### src/rtl/mem_port_arbiter_pkg.sv
// Shared types for the memory port arbiter: FSM state and access owner encodings.
package mem_port_arbiter_pkg;

  typedef enum logic [1:0] {
    ST_IDLE   = 2'd0,
    ST_SETUP  = 2'd1,
    ST_STROBE = 2'd2,
    ST_ACK    = 2'd3
  } state_t;

  // Encoding doubles as the bit index into the {data, fetch} request vector.
  typedef enum logic {
    OWN_FETCH = 1'b0,
    OWN_DATA  = 1'b1
  } owner_t;

  function automatic owner_t other_owner(input owner_t o);
    return (o == OWN_FETCH) ? OWN_DATA : OWN_FETCH;
  endfunction

endpackage

### src/rtl/mem_port_arbiter_rr_pick2.sv
// Combinational two-way round-robin pick. req[0] = fetch, req[1] = data.
// On a tie the requester that was not served last wins.
module rr_pick2
  import mem_port_arbiter_pkg::*;
(
  input  logic [1:0] req,
  input  owner_t     last_owner,
  output logic       valid,
  output owner_t     pick
);

  // Single request wins outright; both requesting alternates against last_owner.
  always_comb begin
    // NOTE: every output gets a default first so no path through the block leaves a latch behind.
    valid = |req;
    pick  = OWN_FETCH;
    if (req == 2'b11) begin
      pick = other_owner(last_owner);
    end else if (req[1]) begin
      pick = OWN_DATA;
    end
  end

endmodule

### src/rtl/mem_port_arbiter.sv
// Shares one memory port between instruction fetch and data load/store.
// Each access runs IDLE -> SETUP -> STROBE (STROBE_CYCLES) -> ACK -> IDLE.
// mem_clock, mem_write and the acks are registered so the memory strobe is glitch-free.
module mem_port_arbiter
  import mem_port_arbiter_pkg::*;
#(
  parameter int ADDR_WIDTH    = 8,
  parameter int DATA_WIDTH    = 8,
  parameter int STROBE_CYCLES = 1
) (
  input  logic                  clock,
  input  logic                  reset_n,
  input  logic                  fetch_req,
  input  logic [ADDR_WIDTH-1:0] fetch_address,
  output logic                  fetch_ack,
  output logic [DATA_WIDTH-1:0] fetch_data,
  input  logic                  data_req,
  input  logic                  data_write,
  input  logic [ADDR_WIDTH-1:0] data_address,
  input  logic [DATA_WIDTH-1:0] data_wdata,
  output logic                  data_ack,
  output logic [DATA_WIDTH-1:0] data_rdata,
  output logic [ADDR_WIDTH-1:0] address,
  output logic [DATA_WIDTH-1:0] to_mem,
  output logic                  mem_clock,
  output logic                  mem_write,
  input  logic [DATA_WIDTH-1:0] from_mem,
  output logic                  busy
);

  localparam int              CNT_W    = $clog2(STROBE_CYCLES + 1);
  localparam logic [CNT_W-1:0] CNT_LAST = CNT_W'(STROBE_CYCLES - 1);

  state_t           state, state_next;
  owner_t           owner, owner_next;
  owner_t           last_owner;
  logic [CNT_W-1:0] strobe_cnt;
  logic             strobe_done;
  logic             grant_valid;
  owner_t           grant_pick;

  rr_pick2 u_pick (
    .req        ({data_req, fetch_req}),
    .last_owner (last_owner),
    .valid      (grant_valid),
    .pick       (grant_pick)
  );

  assign strobe_done = (state == ST_STROBE) && (strobe_cnt == CNT_LAST);
  assign busy        = (state != ST_IDLE);

  // State, owner and round-robin history registers.
  always_ff @(posedge clock) begin
    // NOTE: reset is synchronous (sampled at the edge) and all state uses non-blocking assignment.
    if (!reset_n) begin
      state      <= ST_IDLE;
      owner      <= OWN_FETCH;
      last_owner <= OWN_DATA;
    end else begin
      state <= state_next;
      owner <= owner_next;
      if (state == ST_ACK) begin
        last_owner <= owner;
      end
    end
  end

  // Next-state: arbitrate only in IDLE; SETUP and ACK last one cycle each.
  always_comb begin
    state_next = state;
    owner_next = owner;
    case (state)
      ST_IDLE: begin
        if (grant_valid) begin
          state_next = ST_SETUP;
          owner_next = grant_pick;
        end
      end
      ST_SETUP:  state_next = ST_STROBE;
      ST_STROBE: if (strobe_done) state_next = ST_ACK;
      ST_ACK:    state_next = ST_IDLE;
      default:   state_next = ST_IDLE;
    endcase
  end

  // Strobe length counter; held at zero outside STROBE so it starts clean on entry.
  always_ff @(posedge clock) begin
    if (!reset_n || state != ST_STROBE) begin
      strobe_cnt <= '0;
    end else begin
      strobe_cnt <= strobe_cnt + CNT_W'(1);
    end
  end

  // Memory-side outputs, read capture and ack pulses.
  always_ff @(posedge clock) begin
    if (!reset_n) begin
      address    <= '0;
      to_mem     <= '0;
      mem_write  <= 1'b0;
      mem_clock  <= 1'b0;
      fetch_ack  <= 1'b0;
      data_ack   <= 1'b0;
      fetch_data <= '0;
      data_rdata <= '0;
    end else begin
      if (state == ST_IDLE && grant_valid) begin
        address   <= (grant_pick == OWN_FETCH) ? fetch_address : data_address;
        mem_write <= (grant_pick == OWN_DATA) && data_write;
        if (grant_pick == OWN_DATA) begin
          to_mem <= data_wdata;
        end
      end else if (strobe_done) begin
        mem_write <= 1'b0;
      end

      if (strobe_done) begin
        if (owner == OWN_FETCH) begin
          fetch_data <= from_mem;
        end else if (!mem_write) begin
          data_rdata <= from_mem;
        end
      end

      mem_clock <= (state_next == ST_STROBE);
      fetch_ack <= (state_next == ST_ACK) && (owner == OWN_FETCH);
      data_ack  <= (state_next == ST_ACK) && (owner == OWN_DATA);
    end
  end

endmodule

### config.mk
export PLATFORM = sky130hd
export DESIGN_NAME = mem_port_arbiter
export DESIGN_NICKNAME = d
export VERILOG_FILES = /design/src/rtl/mem_port_arbiter_pkg.sv /design/src/rtl/mem_port_arbiter_rr_pick2.sv /design/src/rtl/mem_port_arbiter.sv
export SDC_FILE = /design/constraint.sdc
export NUM_CORES = 1
export LEC_CHECK = 0
export ABC_AREA = 0
export BUFFER_PORTS_ARGS = -buffer_cell sky130_fd_sc_hd__clkbuf_2
export CAP_MARGIN = 20
export CORE_ASPECT_RATIO = 1.4
export CORE_MARGIN = 5
export CORE_UTILIZATION = 46
export DETAILED_ROUTE_END_ITERATION = 8
export PLACE_DENSITY = 0.78
export SETUP_SLACK_MARGIN = 0.4
export SLEW_MARGIN = 30
export SYNTH_ARGS = -nofsm -noshare
export SYNTH_HDL_FRONTEND = slang
export SYNTH_SLANG_ARGS = --single-unit
### constraint.sdc
create_clock -name clock -period 1.7 [get_ports clock]
set_input_delay 0.085 -clock clock [delete_from_list [all_inputs] [get_ports clock]]
set_output_delay 0.085 -clock clock [all_outputs]
set_load 0.005 [all_outputs]
==> metrics.csv, run 1 <==
metric;value;unit
syn nets;209;
DIE WIDTH;60.9;um
FF-to-FF setup slack;0.41;ns
die area;4940;um^2
HPWL after detailed placement;2.70;mm
largest family of logic cells by synthesized area;simple AND/OR/NAND/NOR gates;
power consumption;2510;uW
final worst path period share;75.9;%
Mapped Area;1670;um^2
synth cell count leaders;41 x dfxtp_1, 34 x nand2_1, 25 x mux2i_1, 18 x nor2b_1;
DRC;0;
top fanout value on the critical path;8;
delay-heaviest family, CP;flip-flops;
setup_tns;0;ns
slowest stage delay, CP;0.35;ns
Layout fillers;338;
CTS root buffer;clkbuf_8;
post-route minimum period;1.29;ns
Core Rows;26;
met2 wire length;1.91;mm
cell count after synthesis;168;
antenna violations before repair;0;
fin nets;286;
TritonCTS clock tree;built;
Register Area;826;um^2
synthesized flop and latch total;41;
area of the core;3580;um^2
Tightest Pin Transition;0.368;ns
Synth async-reset ratio;0;%
final hold slack;0.0141;ns
worst setup margin;0.410;ns
DR pass1 iterations;4;
TritonCTS buffer count;5;
Clock Latency Late Sink;0.29;ns
Power Dens Cells;1120;nW/um^2
fmax;775;MHz
vias in the first global route;1422;
Worst-path clk slew;0.07;ns
RD Place Congestion;0.692;
io pins;74;
wl on met1;1.50;mm
WL final;3.72;mm
largest net degree at the start of global routing;26;
worst r2r path cells;6;
global-route wire length before repair;5.92;mm
Compound-Gate Fraction of Synth Area;9.84;%
placed cells;276;
Layout area overhead;34.3;%
final cell count without fillers;288;
RSZ-0062 raised after global routing;true;
ys flop type;dfxtp_1;
VDD IR max;0.000853;V
I/O Buffers;73;
Synth Area in Adders;3.01;%
initial drt markers;16;
Worst Path Required;1.88;ns
most common cell in the netlist;dfxtp_1;
r2r endpoint;fetch_data[2]$_SDFFE_PN0P_;
Area contributors post-synth;dfxtp_1 49%, mux2i_1 15%, nand2_1 7.7%;
area of the multi-input gates;851;um^2
CP bufs+invs;2;
Crit Reg-Reg Startpoint;state[0]$_SDFF_PN0_;
Min-Delay Path Depth;3;
crit end category;register;
crit path cell chain;inv_4 -> ha_4 -> nor3b_4 -> buf_6 -> mux2i_1 -> nor2b_1;
hold-critical path endpoint;to_mem[2]$_SDFFE_PN0P_;
GR Overflow Total;0;
relative slew slack;75.5;%
max layer used;met4;
syn avg cell area;9.91;um^2
cell taking the most area after synthesis;dfxtp_1;
Starting Density;46.5;%
wire per inst;12.9;um
crit start category;register;
met3 WL;252;um
GRT Util Overall;15.8;%
outcome;complete, no violations;
share of layout cells above drive strength 1;40.7;%
XOR/XNOR Fraction of Synth Area;0;%
chip height;81.2;um
worst min path class;in -> reg;
total leakage power;0.00104;uW
hold_sp;data_wdata[2];
max-slew violations;0;
CP Class;reg -> reg;
slowest stage cell on the critical path;dfxtp_4;
total vias in the final route;1408;
H-tree Lvls;2;
mux cell area share after synthesis;15.0;%
Cell variety after synth;26;
CP arrival;1.47;ns
max cap viols;0;
CTS max path bufs;2;
Final Setup Violations;0;
sequential fraction of the synthesis area;49.3;%
Antenna Cells;0;
EDFF count, synth;0;
Post-Synth Simple-Gate Area;18.8;%
Ys Warns;0;
Hold Fails Final Rpt;0;
Yosys top cell area share;49.3;%
post-route ant nets;0;
clk sink count;41;
vias per cell;4.89;
clock skew;0.00589;ns
worst slack, placed;0.235;ns
==> worst reg2reg max path: stages, from the launching register on <==
cell and delay [ns]:
dfxtp_4 0.35, inv_4 0.07, ha_4 0.13, nor3b_4 0.17, buf_6 0.18, mux2i_1 0.22
nor2b_1 0.06
==> report_power, final <==
group | switching (uW) | internal, uW
registers | 79.7 | 1100
clock network | 322 | 285
logic | 352 | 373
total | 753 | 1750
==> kinds of logic after synthesis <==
family                   after synthesis
adder cells (fa/ha/maj)                4
multiplexers                          25
AND/OR/NAND/NOR                       61
flip-flops                            41
AO/OA/AOI/OAI                         24
buffers and inverters                 13
==> registers in the layout, summed over array words and instances (netlist names) <==
register and count:
address 8, data_rdata 8, fetch_data 8, to_mem 8, state 2, data_ack 1, fetch_ack 1, last_owner 1
mem_clock 1, mem_write 1, owner 1, strobe_cnt 1
==> final cells by class <==
type / instances / share of cell area (%)
multi-input combinational: 115 / 38.1
sequential: 41 / 36.9
timing repair buffer: 78 / 18.2
clock buffer: 6 / 3.25
tap: 42 / 2.35
inverter: 4 / 0.783
clock inverter: 2 / 0.448
==> worst max-delay path by stage <==
stage / from / to / slack, ns / cells past startpoint
final: state[0]$_SDFF_PN0_ / fetch_data[2]$_SDFFE_PN0P_ / 0.41 / 6
after global routing: state[0]$_SDFF_PN0_ / fetch_data[5]$_SDFFE_PN0P_ / 0.31 / 6
after global placement: state[0]$_SDFF_PN0_ / data_rdata[7]$_SDFFE_PN0P_ / 0.31 / 5
after detailed placement: state[0]$_SDFF_PN0_ / data_rdata[0]$_SDFFE_PN0P_ / 0.23 / 5
after CTS: state[0]$_SDFF_PN0_ / fetch_data[2]$_SDFFE_PN0P_ / 0.41 / 6
after floorplan: state[0]$_SDFF_PN0_ / address[6]$_SDFFE_PN0P_ / 0.41 / 6
==> per-stage QoR <==
step	util (%)	instance area, um^2
2_1_floorplan	-	1670
3_3_place_gp	57.3	2050
3_5_place_dp	57.3	2050
4_1_cts	61.2	2190
5_1_grt	62.5	2240
6_report	62.5	2240
==> metal layers <==
metal / vias up / track usage, %
li1: 722 / -
met4: 0 / 5.21
met5: - / 0
met3: 5 / 5.25
met2: 43 / 27.9
met1: 638 / 17.3
==> cell usage in the layout, fill, tap and decap left out <==
master and count:
a21bo_2 1, a21boi_1 1, a21boi_4 1, a31oi_1 8, and2_1 2, and3_1 1, and3b_1 1, and4bb_4 1
buf_4 4, buf_6 1, clkbuf_1 1, clkbuf_2 73, clkbuf_8 5, clkinv_2 2, dfxtp_1 39, dfxtp_2 1
dfxtp_4 1, ha_1 2, ha_2 1, ha_4 1, inv_1 3, inv_4 1, mux2i_1 24, mux2i_2 1
nand2_1 34, nand2_4 1, nand2b_1 1, nor2b_1 18, nor3b_1 1, nor3b_4 1, o211ai_1 1, o21a_4 2
o21ai_0 8, o22ai_1 1, o31ai_2 1, o31ai_4 1
==> what timing repair did <==
| action | CTS | global route |
|---|---|---|
| gates cloned | 0 | 1 |
| buffers inserted | 1 | 2 |
| hold buffers | 0 | 0 |
| endpoints found under the setup margin | 31 | 27 |
| pin swaps | 1 | 0 |
| resized for setup | 13 | 4 |
(Power assumes the default switching activity.)
==> inputs of run 2 (changes only) <==
--- a/config.mk
+++ b/config.mk
@@ -5,14 +5,14 @@
 export SDC_FILE = /design/constraint.sdc
 export NUM_CORES = 1
 export LEC_CHECK = 0
-export ABC_AREA = 0
+export ABC_AREA = 1
 export BUFFER_PORTS_ARGS = -buffer_cell sky130_fd_sc_hd__clkbuf_2
 export CAP_MARGIN = 20
 export CORE_ASPECT_RATIO = 1.4
 export CORE_MARGIN = 5
-export CORE_UTILIZATION = 46
+export CORE_UTILIZATION = 47
 export DETAILED_ROUTE_END_ITERATION = 8
-export PLACE_DENSITY = 0.78
+export PLACE_DENSITY = 0.79
 export SETUP_SLACK_MARGIN = 0.4
 export SLEW_MARGIN = 30
 export SYNTH_ARGS = -nofsm -noshare
==> constraint.sdc (replaced) <==
create_clock -name clock -period 1.2 [get_ports clock]
set_input_delay 0.06 -clock clock [delete_from_list [all_inputs] [get_ports clock]]
set_output_delay 0.06 -clock clock [all_outputs]
set_load 0.005 [all_outputs]
==> run 2 against run 1 <==
Effect of this change:
- critical path type unchanged
- critical endpoint is now data_rdata[1]$_SDFFE_PN0P_
- combinational power grew to 2.9 times the previous value
- register-to-register slack lost 0.43 ns
- maximum frequency grew 5.6%
- the run now ends with negative setup slack left
==> metrics.csv, run 2 <==
metric;value;unit
EDFF count, synth;0;
crit end category;register;
TritonCTS clock tree;built;
worst setup margin;-0.0213;ns
Area contributors post-synth;dfxtp_1 48%, nand2_1 14%, nor2_1 9.6%;
Min-Delay Path Depth;3;
Crit Reg-Reg Startpoint;state[0]$_SDFF_PN0_;
CTS max path bufs;2;
top fanout value on the critical path;16;
max cap viols;0;
GRT Util Overall;19.9;%
I/O Buffers;73;
io pins;74;
clk sink count;41;
clock skew;0.00770;ns
mux cell area share after synthesis;0;%
area of the core;3610;um^2
part of the power in registers;39.3;%
vias per cell;4.91;
relative slew slack;69.5;%
hold_sp;data_wdata[0];
XOR/XNOR Fraction of Synth Area;0;%
Layout area overhead;59.3;%
CP startpoint;state[0]$_SDFF_PN0_;
sequential fraction of the synthesis area;47.7;%
Synth Area in Adders;2.91;%
largest net degree at the start of global routing;20;
placed cells;349;
syn avg cell area;7.20;um^2
Psw;1770;uW
Starting Density;47.6;%
largest family of logic cells by synthesized area;simple AND/OR/NAND/NOR gates;
hold-critical path endpoint;to_mem[0]$_SDFFE_PN0P_;
share of layout cells above drive strength 1;51.9;%
antenna violations before repair;0;
Hold Fails Final Rpt;0;
Core Rows;26;
syn nets;280;
area of the multi-input gates;927;um^2
ys flop type;dfxtp_1;
HPWL after detailed placement;3.10;mm
Synth async-reset ratio;0;%
Switching Fraction;36.0;%
crit path cell chain;inv_4 -> ha_4 -> nand2_4 -> nor2_4 -> buf_12 -> nand2_1 -> nand2_1 -> nor2_1;
Layout fillers;266;
global-route wire length before repair;7.48;mm
final cell count without fillers;379;
TritonCTS buffer count;5;
GR Overflow Total;0;
post-route ant nets;0;
synthesized flop and latch total;41;
final worst path period share;102;%
most common cell after layout, fill and taps aside;clkbuf_2;
post-route minimum period;1.22;ns
r2r endpoint;data_rdata[1]$_SDFFE_PN0P_;
Ys Warns;0;
CP Class;reg -> reg;
CP arrival;1.41;ns
Power Dens Cells;1800;nW/um^2
cell count after synthesis;239;
RSZ-0062 raised after global routing;true;
Yosys top cell area share;47.7;%
H-tree Lvls;2;
DR pass1 iterations;4;
VDD IR max;0.00163;V
Register Area;868;um^2
fin nets;377;
outcome;complete, but fails checks;
worst slack, placed;-0.0578;ns
synth cell count leaders;64 x nand2_1, 44 x nor2_1, 41 x dfxtp_1, 25 x inv_1, 19 x a21oi_1;
Gate power share;43.1;%
Compound-Gate Fraction of Synth Area;9.02;%
clock network power share;17.6;%
worst min path class;in -> reg;
CTS root buffer;clkbuf_8;
most frequent cells in the layout;60 x clkbuf_2, 51 x nand2_1, 43 x nor2_1;
FF-to-FF setup slack;-0.02;ns
crit start category;register;
Tightest Pin Transition;0.457;ns
initial drt markers;127;
RD Place Congestion;0.765;
Post-Synth Simple-Gate Area;31.4;%
most used cell, CP;nand2_1;
max-slew violations;0;
total leakage power;0.00136;uW
Mapped Area;1720;um^2
Worst Path Required;1.39;ns
Final Setup Violations;1;
Clock Latency Late Sink;0.29;ns
DRC;0;
failing checks;negative setup slack;
worst r2r path cells;8;
slowest stage delay, CP;0.34;ns
most common cell in the netlist;nand2_1;
vias in the first global route;1822;
die area;4990;um^2
DIE WIDTH;61.1;um
Cell variety after synth;21;
cell taking the most area after synthesis;dfxtp_1;
fmax;819;MHz
wire per inst;13.1;um
Antenna Cells;0;
slowest stage cell on the critical path;dfxtp_2;
Cell Int Power;3150;uW
WL final;4.95;mm
total vias in the final route;1861;
Worst-path clk slew;0.08;ns
chip height;81.6;um
==> run 2: cell count changes after synthesis, sizes merged, moves of 4 or more <==
cell	before	now
nand4	0	9
a21oi	0	19
nor2b	18	0
a31oi	8	0
nand3	0	4
o21ai	8	12
inv	4	27
mux2i	25	0
nor2	0	47
nand2	35	66
==> run 2: how the worst max path moves through the flow <==
stage	endpoint	slack, ns	cells past startpoint
global route	data_rdata[1]$_SDFFE_PN0P_	-0.08	8
CTS	address[7]$_SDFFE_PN0P_	0.02	8
finish	data_rdata[1]$_SDFFE_PN0P_	-0.02	8
global placement	address[6]$_SDFFE_PN0P_	-0.04	7
floorplan	address[6]$_SDFFE_PN0P_	0.07	8
detailed placement	address[7]$_SDFFE_PN0P_	-0.06	7
==> run 2: logic make-up (layout without fill, tap and decap cells) <==
logic type	count (synthesis)	in the layout
and+or+nand+nor	127	128
DFF	41	41
buffers and inverters	36	133
AOI/OAI and AO/OA	31	31
adders and majority gates	4	4
==> run 2: per-layer routing <==
layer	vias to the layer above	wire length, um	track usage, %
li1	943	-	-
met1	828	1870	21.0
met2	78	2600	35.1
met3	12	388	5.50
met4	0	93	9.76
met5	-	0	0
==> run 2: metrics by stage <==
stage / utilization, % / instance area [um^2] / power [uW] / hold WS, ns / setup TNS [ns]
6_report: 75.9 / 2740 / 4930 / 0.0176 / -0.0213
5_1_grt: 75.9 / 2740 / 5300 / 0.0176 / -1.49
4_1_cts: 69.0 / 2490 / 4570 / 0.0109 / 0
3_5_place_dp: 60.1 / 2170 / 3400 / 0.304 / -0.658
3_3_place_gp: 60.1 / 2170 / 3370 / 0.310 / -0.305
2_1_floorplan: - / 1780 / 2890 / 0.203 / 0
==> run 2: worst max-delay path, delay by kind of cell, from the launching register on <==
| family | cells | cell delay (ns) |
|---|---|---|
| adders and majority gates | 1 | 0.18 |
| buffers and inverters | 2 | 0.23 |
| DFF | 1 | 0.34 |
| and+or+nand+nor | 5 | 0.37 |
==> run 2: area by class of cell <==
cell class / instances / share of cell area, %
Clock buffer: 6 / 2.65
Clock inverter: 2 / 0.365
Inverter: 27 / 4.43
Multi-Input combinational cell: 163 / 33.8
Sequential cell: 41 / 31.7
Tap cell: 42 / 1.92
Timing Repair Buffer: 98 / 25.1
==> run 2: repair_timing <==
| action | CTS | global route |
|---|---|---|
| gates resized for setup | 39 | 56 |
| endpoints found under the setup margin | 74 | 75 |
| setup buffers | 7 | 5 |
| endpoints found under the hold margin | 9 | 0 |
| hold buffers | 9 | 0 |
| cloned | 1 | 0 |
| pin swaps | 4 | 9 |
==> run 2: power by group through the flow <==
stage	Combinational, uW	Sequential [uW]	Clock (uW)
global route	2370	1980	950
global placement	1490	1880	0
detailed placement	1510	1880	0
finish	2120	1940	867
CTS	1780	1900	890
floorplan	999	1890	0
==> inputs of run 3 (changes only) <==
--- a/config.mk
+++ b/config.mk
@@ -12,9 +12,11 @@
 export CORE_MARGIN = 5
 export CORE_UTILIZATION = 47
 export DETAILED_ROUTE_END_ITERATION = 8
-export PLACE_DENSITY = 0.79
+export GPL_TIMING_DRIVEN = 0
+export PLACE_DENSITY = 0.78
 export SETUP_SLACK_MARGIN = 0.4
 export SLEW_MARGIN = 30
 export SYNTH_ARGS = -nofsm -noshare
 export SYNTH_HDL_FRONTEND = slang
+export SYNTH_HIERARCHICAL = 1
 export SYNTH_SLANG_ARGS = --single-unit
==> run 3 against run 2 <==
Effect of this change:
- the run ends with negative hold slack, negative setup slack left
- clock-buffer cell count decreased by 1
- hold slack lost 0.023 ns
- maximum frequency down 1.3%
- largest cell class unchanged
- power is 20% higher
- routed wire length down 1.4%
- register-to-register slack worse by 0.02 ns
- synthesized cell count grew 7.1%
- first-iteration DRC count decreased by 57%
- final cell count grew 4.2%
- largest power group unchanged
- die area grew 3.7%
- combinational power increased by 20%
- sequential power rose by 6%
==> metrics.csv, run 3 <==
metric;value;unit
outcome;complete, but fails checks;
failing checks;negative hold slack, negative setup slack;
WL final;4.88;mm
met2 wire length;2.64;mm
DR pass1 iterations;4;
worst slack, placed;-0.0247;ns
post-route ant nets;0;
most common cell in the netlist;nor2_1;
Register Area;872;um^2
CP Class;reg -> reg;
DIE WIDTH;62.2;um
Cell variety after synth;22;
chip height;83.1;um
max-slew violations;0;
met3 WL;307;um
CP arrival;1.42;ns
Psw;2080;uW
area of the multi-input gates;960;um^2
wl on met1;1.80;mm
ys flop type;dfxtp_1;
crit end category;register;
clk sink count;41;
sequential fraction of the synthesis area;45.7;%
TritonCTS clock tree;built;
design area;2860;um^2
Area contributors post-synth;dfxtp_1 46%, nor2_1 14%, nand2_1 11%;
max cap viols;0;
Gate power share;42.8;%
Cell Int Power;3860;uW
top fanout value on the critical path;9;
GR Overflow Total;0;
final hold slack;-0.00533;ns
RSZ-0062 raised after global routing;true;
cell taking the most area after synthesis;dfxtp_1;
worst min path class;in -> reg;
power consumption;5940;uW
clock network power share;22.7;%
initial drt markers;54;
worst setup margin;-0.0370;ns
vias per cell;4.78;
syn nets;297;
total vias in the final route;1887;
Layout area overhead;59.2;%
Mapped Area;1800;um^2
Ys Warns;6;
max layer used;met4;
GRT Util Overall;18.6;%
total leakage power;0.00146;uW
post-route minimum period;1.24;ns
crit start category;register;
setup_tns;-0.0713;ns
Hold Fails Final Rpt;2;
Core Rows;26;
Final Setup Violations;7;
HPWL after detailed placement;3.15;mm
vias in the first global route;1835;
RD Place Congestion;0.803;
CTS max path bufs;2;
EDFF count, synth;0;
cell count after synthesis;256;
share of layout cells above drive strength 1;52.4;%
clock skew;0.00329;ns
syn avg cell area;7.01;um^2
Worst-path clk slew;0.08;ns
TritonCTS buffer count;5;
final worst path period share;103;%
die area;5170;um^2
VDD IR max;0.00173;V
Tightest Pin Transition;0.306;ns
io pins;74;
area of the core;3680;um^2
Worst Path Required;1.39;ns
global-route wire length before repair;8.02;mm
synth cell count leaders;69 x nor2_1, 55 x nand2_1, 41 x dfxtp_1, 34 x inv_1, 19 x nand3_1;
Switching Fraction;35.0;%
Synth async-reset ratio;0;%
Antenna Cells;0;
Yosys top cell area share;45.7;%
largest net degree at the start of global routing;15;
synthesized flop and latch total;41;
Clock Latency Late Sink;0.29;ns
fin nets;393;
Starting Density;48.8;%
most frequent cells in the layout;60 x clkbuf_2, 55 x nor2_1, 47 x nand2_1;
Area after DPL;2250;um^2
most common cell after layout, fill and taps aside;clkbuf_2;
I/O Buffers;72;
CTS root buffer;clkbuf_8;
H-tree Lvls;2;
wire per inst;12.4;um
Layout fillers;274;
DRC;0;
antenna violations before repair;0;
relative slew slack;79.6;%
fmax;808;MHz
Power Dens Cells;2080;nW/um^2
part of the power in registers;34.5;%
run 3: changes by cell type after synthesis, moves of 2 or more:
cell,delta
nor2_1,+25
nand3_1,+17
a21oi_1,-15
inv_1,+9
nand2_1,-9
nand4_1,-9
o21ai_1,-8
o21ai_0,+6
buf_1,-2
inv_4,+2
run 3: layout make-up:
class | count | area share (%)
multi-input cells | 170 | 33.6
well taps | 42 | 1.84
clock inverters | 3 | 2.41
repair buffers | 89 | 21.1
plain buffers | 7 | 2.28
flip-flops and latches | 41 | 30.5
clock buffers | 5 | 2.41
inverters | 38 | 5.87
run 3: worst paths after layout:
check / from / endpoint / slack (ns) / cells after the start
min: data_wdata[1] / to_mem[1]$_SDFFE_PN0P_ / -0.005 / 3
min reg2reg: last_owner$_SDFFE_PN1N_ / last_owner$_SDFFE_PN1N_ / 0.48 / 2
max reg2reg: state[1]$_SDFF_PN0_ / to_mem[4]$_SDFFE_PN0P_ / -0.04 / 7
max: state[1]$_SDFF_PN0_ / to_mem[4]$_SDFFE_PN0P_ / -0.04 / 7
run 3: kinds of logic (layout without fill, tap and decap cells):
family          count (synthesis)  after routing  share of synthesized area [%]
compound gates                 14             14                           3.90
fa+ha+maj                       4              4                           2.79
buf+inv                        45            142                           11.6
flops                          41             41                           45.7
simple gates                  152            152                           36.0
run 3: through the flow:
step | util, % | instances
after global routing | 77.7 | 395
after CTS | 72.2 | 392
final | 77.7 | 395
after detailed placement | 61.3 | 370
after floorplan | - | 256
after global placement | 61.3 | 370
run 3: layer usage:
layer | vias up | GRT usage, %
met3 | 12 | 5.00
li1 | 958 | -
met2 | 61 | 34.8
met4 | 0 | 6.11
met5 | - | 0
met1 | 856 | 19.5
run 3: timing repair:
item                                    CTS  global route
hold buffers                              5             1
gates cloned                              2             0
setup buffers                             7             2
gates resized for setup                  62            56
hold endpoints to repair                  5             1
pin swaps                                 4            11
endpoints found under the setup margin   74            77
run 3: power groups by stage:
stage | clock network [uW] | registers, uW | logic (uW)
2_1_floorplan | 0 | 1970 | 1140
3_3_place_gp | 0 | 1960 | 1730
3_5_place_dp | 0 | 1960 | 1770
4_1_cts | 1360 | 2000 | 2150
5_1_grt | 1440 | 2090 | 2800
6_report | 1350 | 2050 | 2540
run 3: worst max-delay path, stage by stage (launching register included):
cell and delay [ns]:
dfxtp_4 0.37, inv_4 0.06, ha_4 0.16, nand2_8 0.08
nor2_8 0.19, inv_6 0.07, nor2_1 0.12, nor2_1 0.07
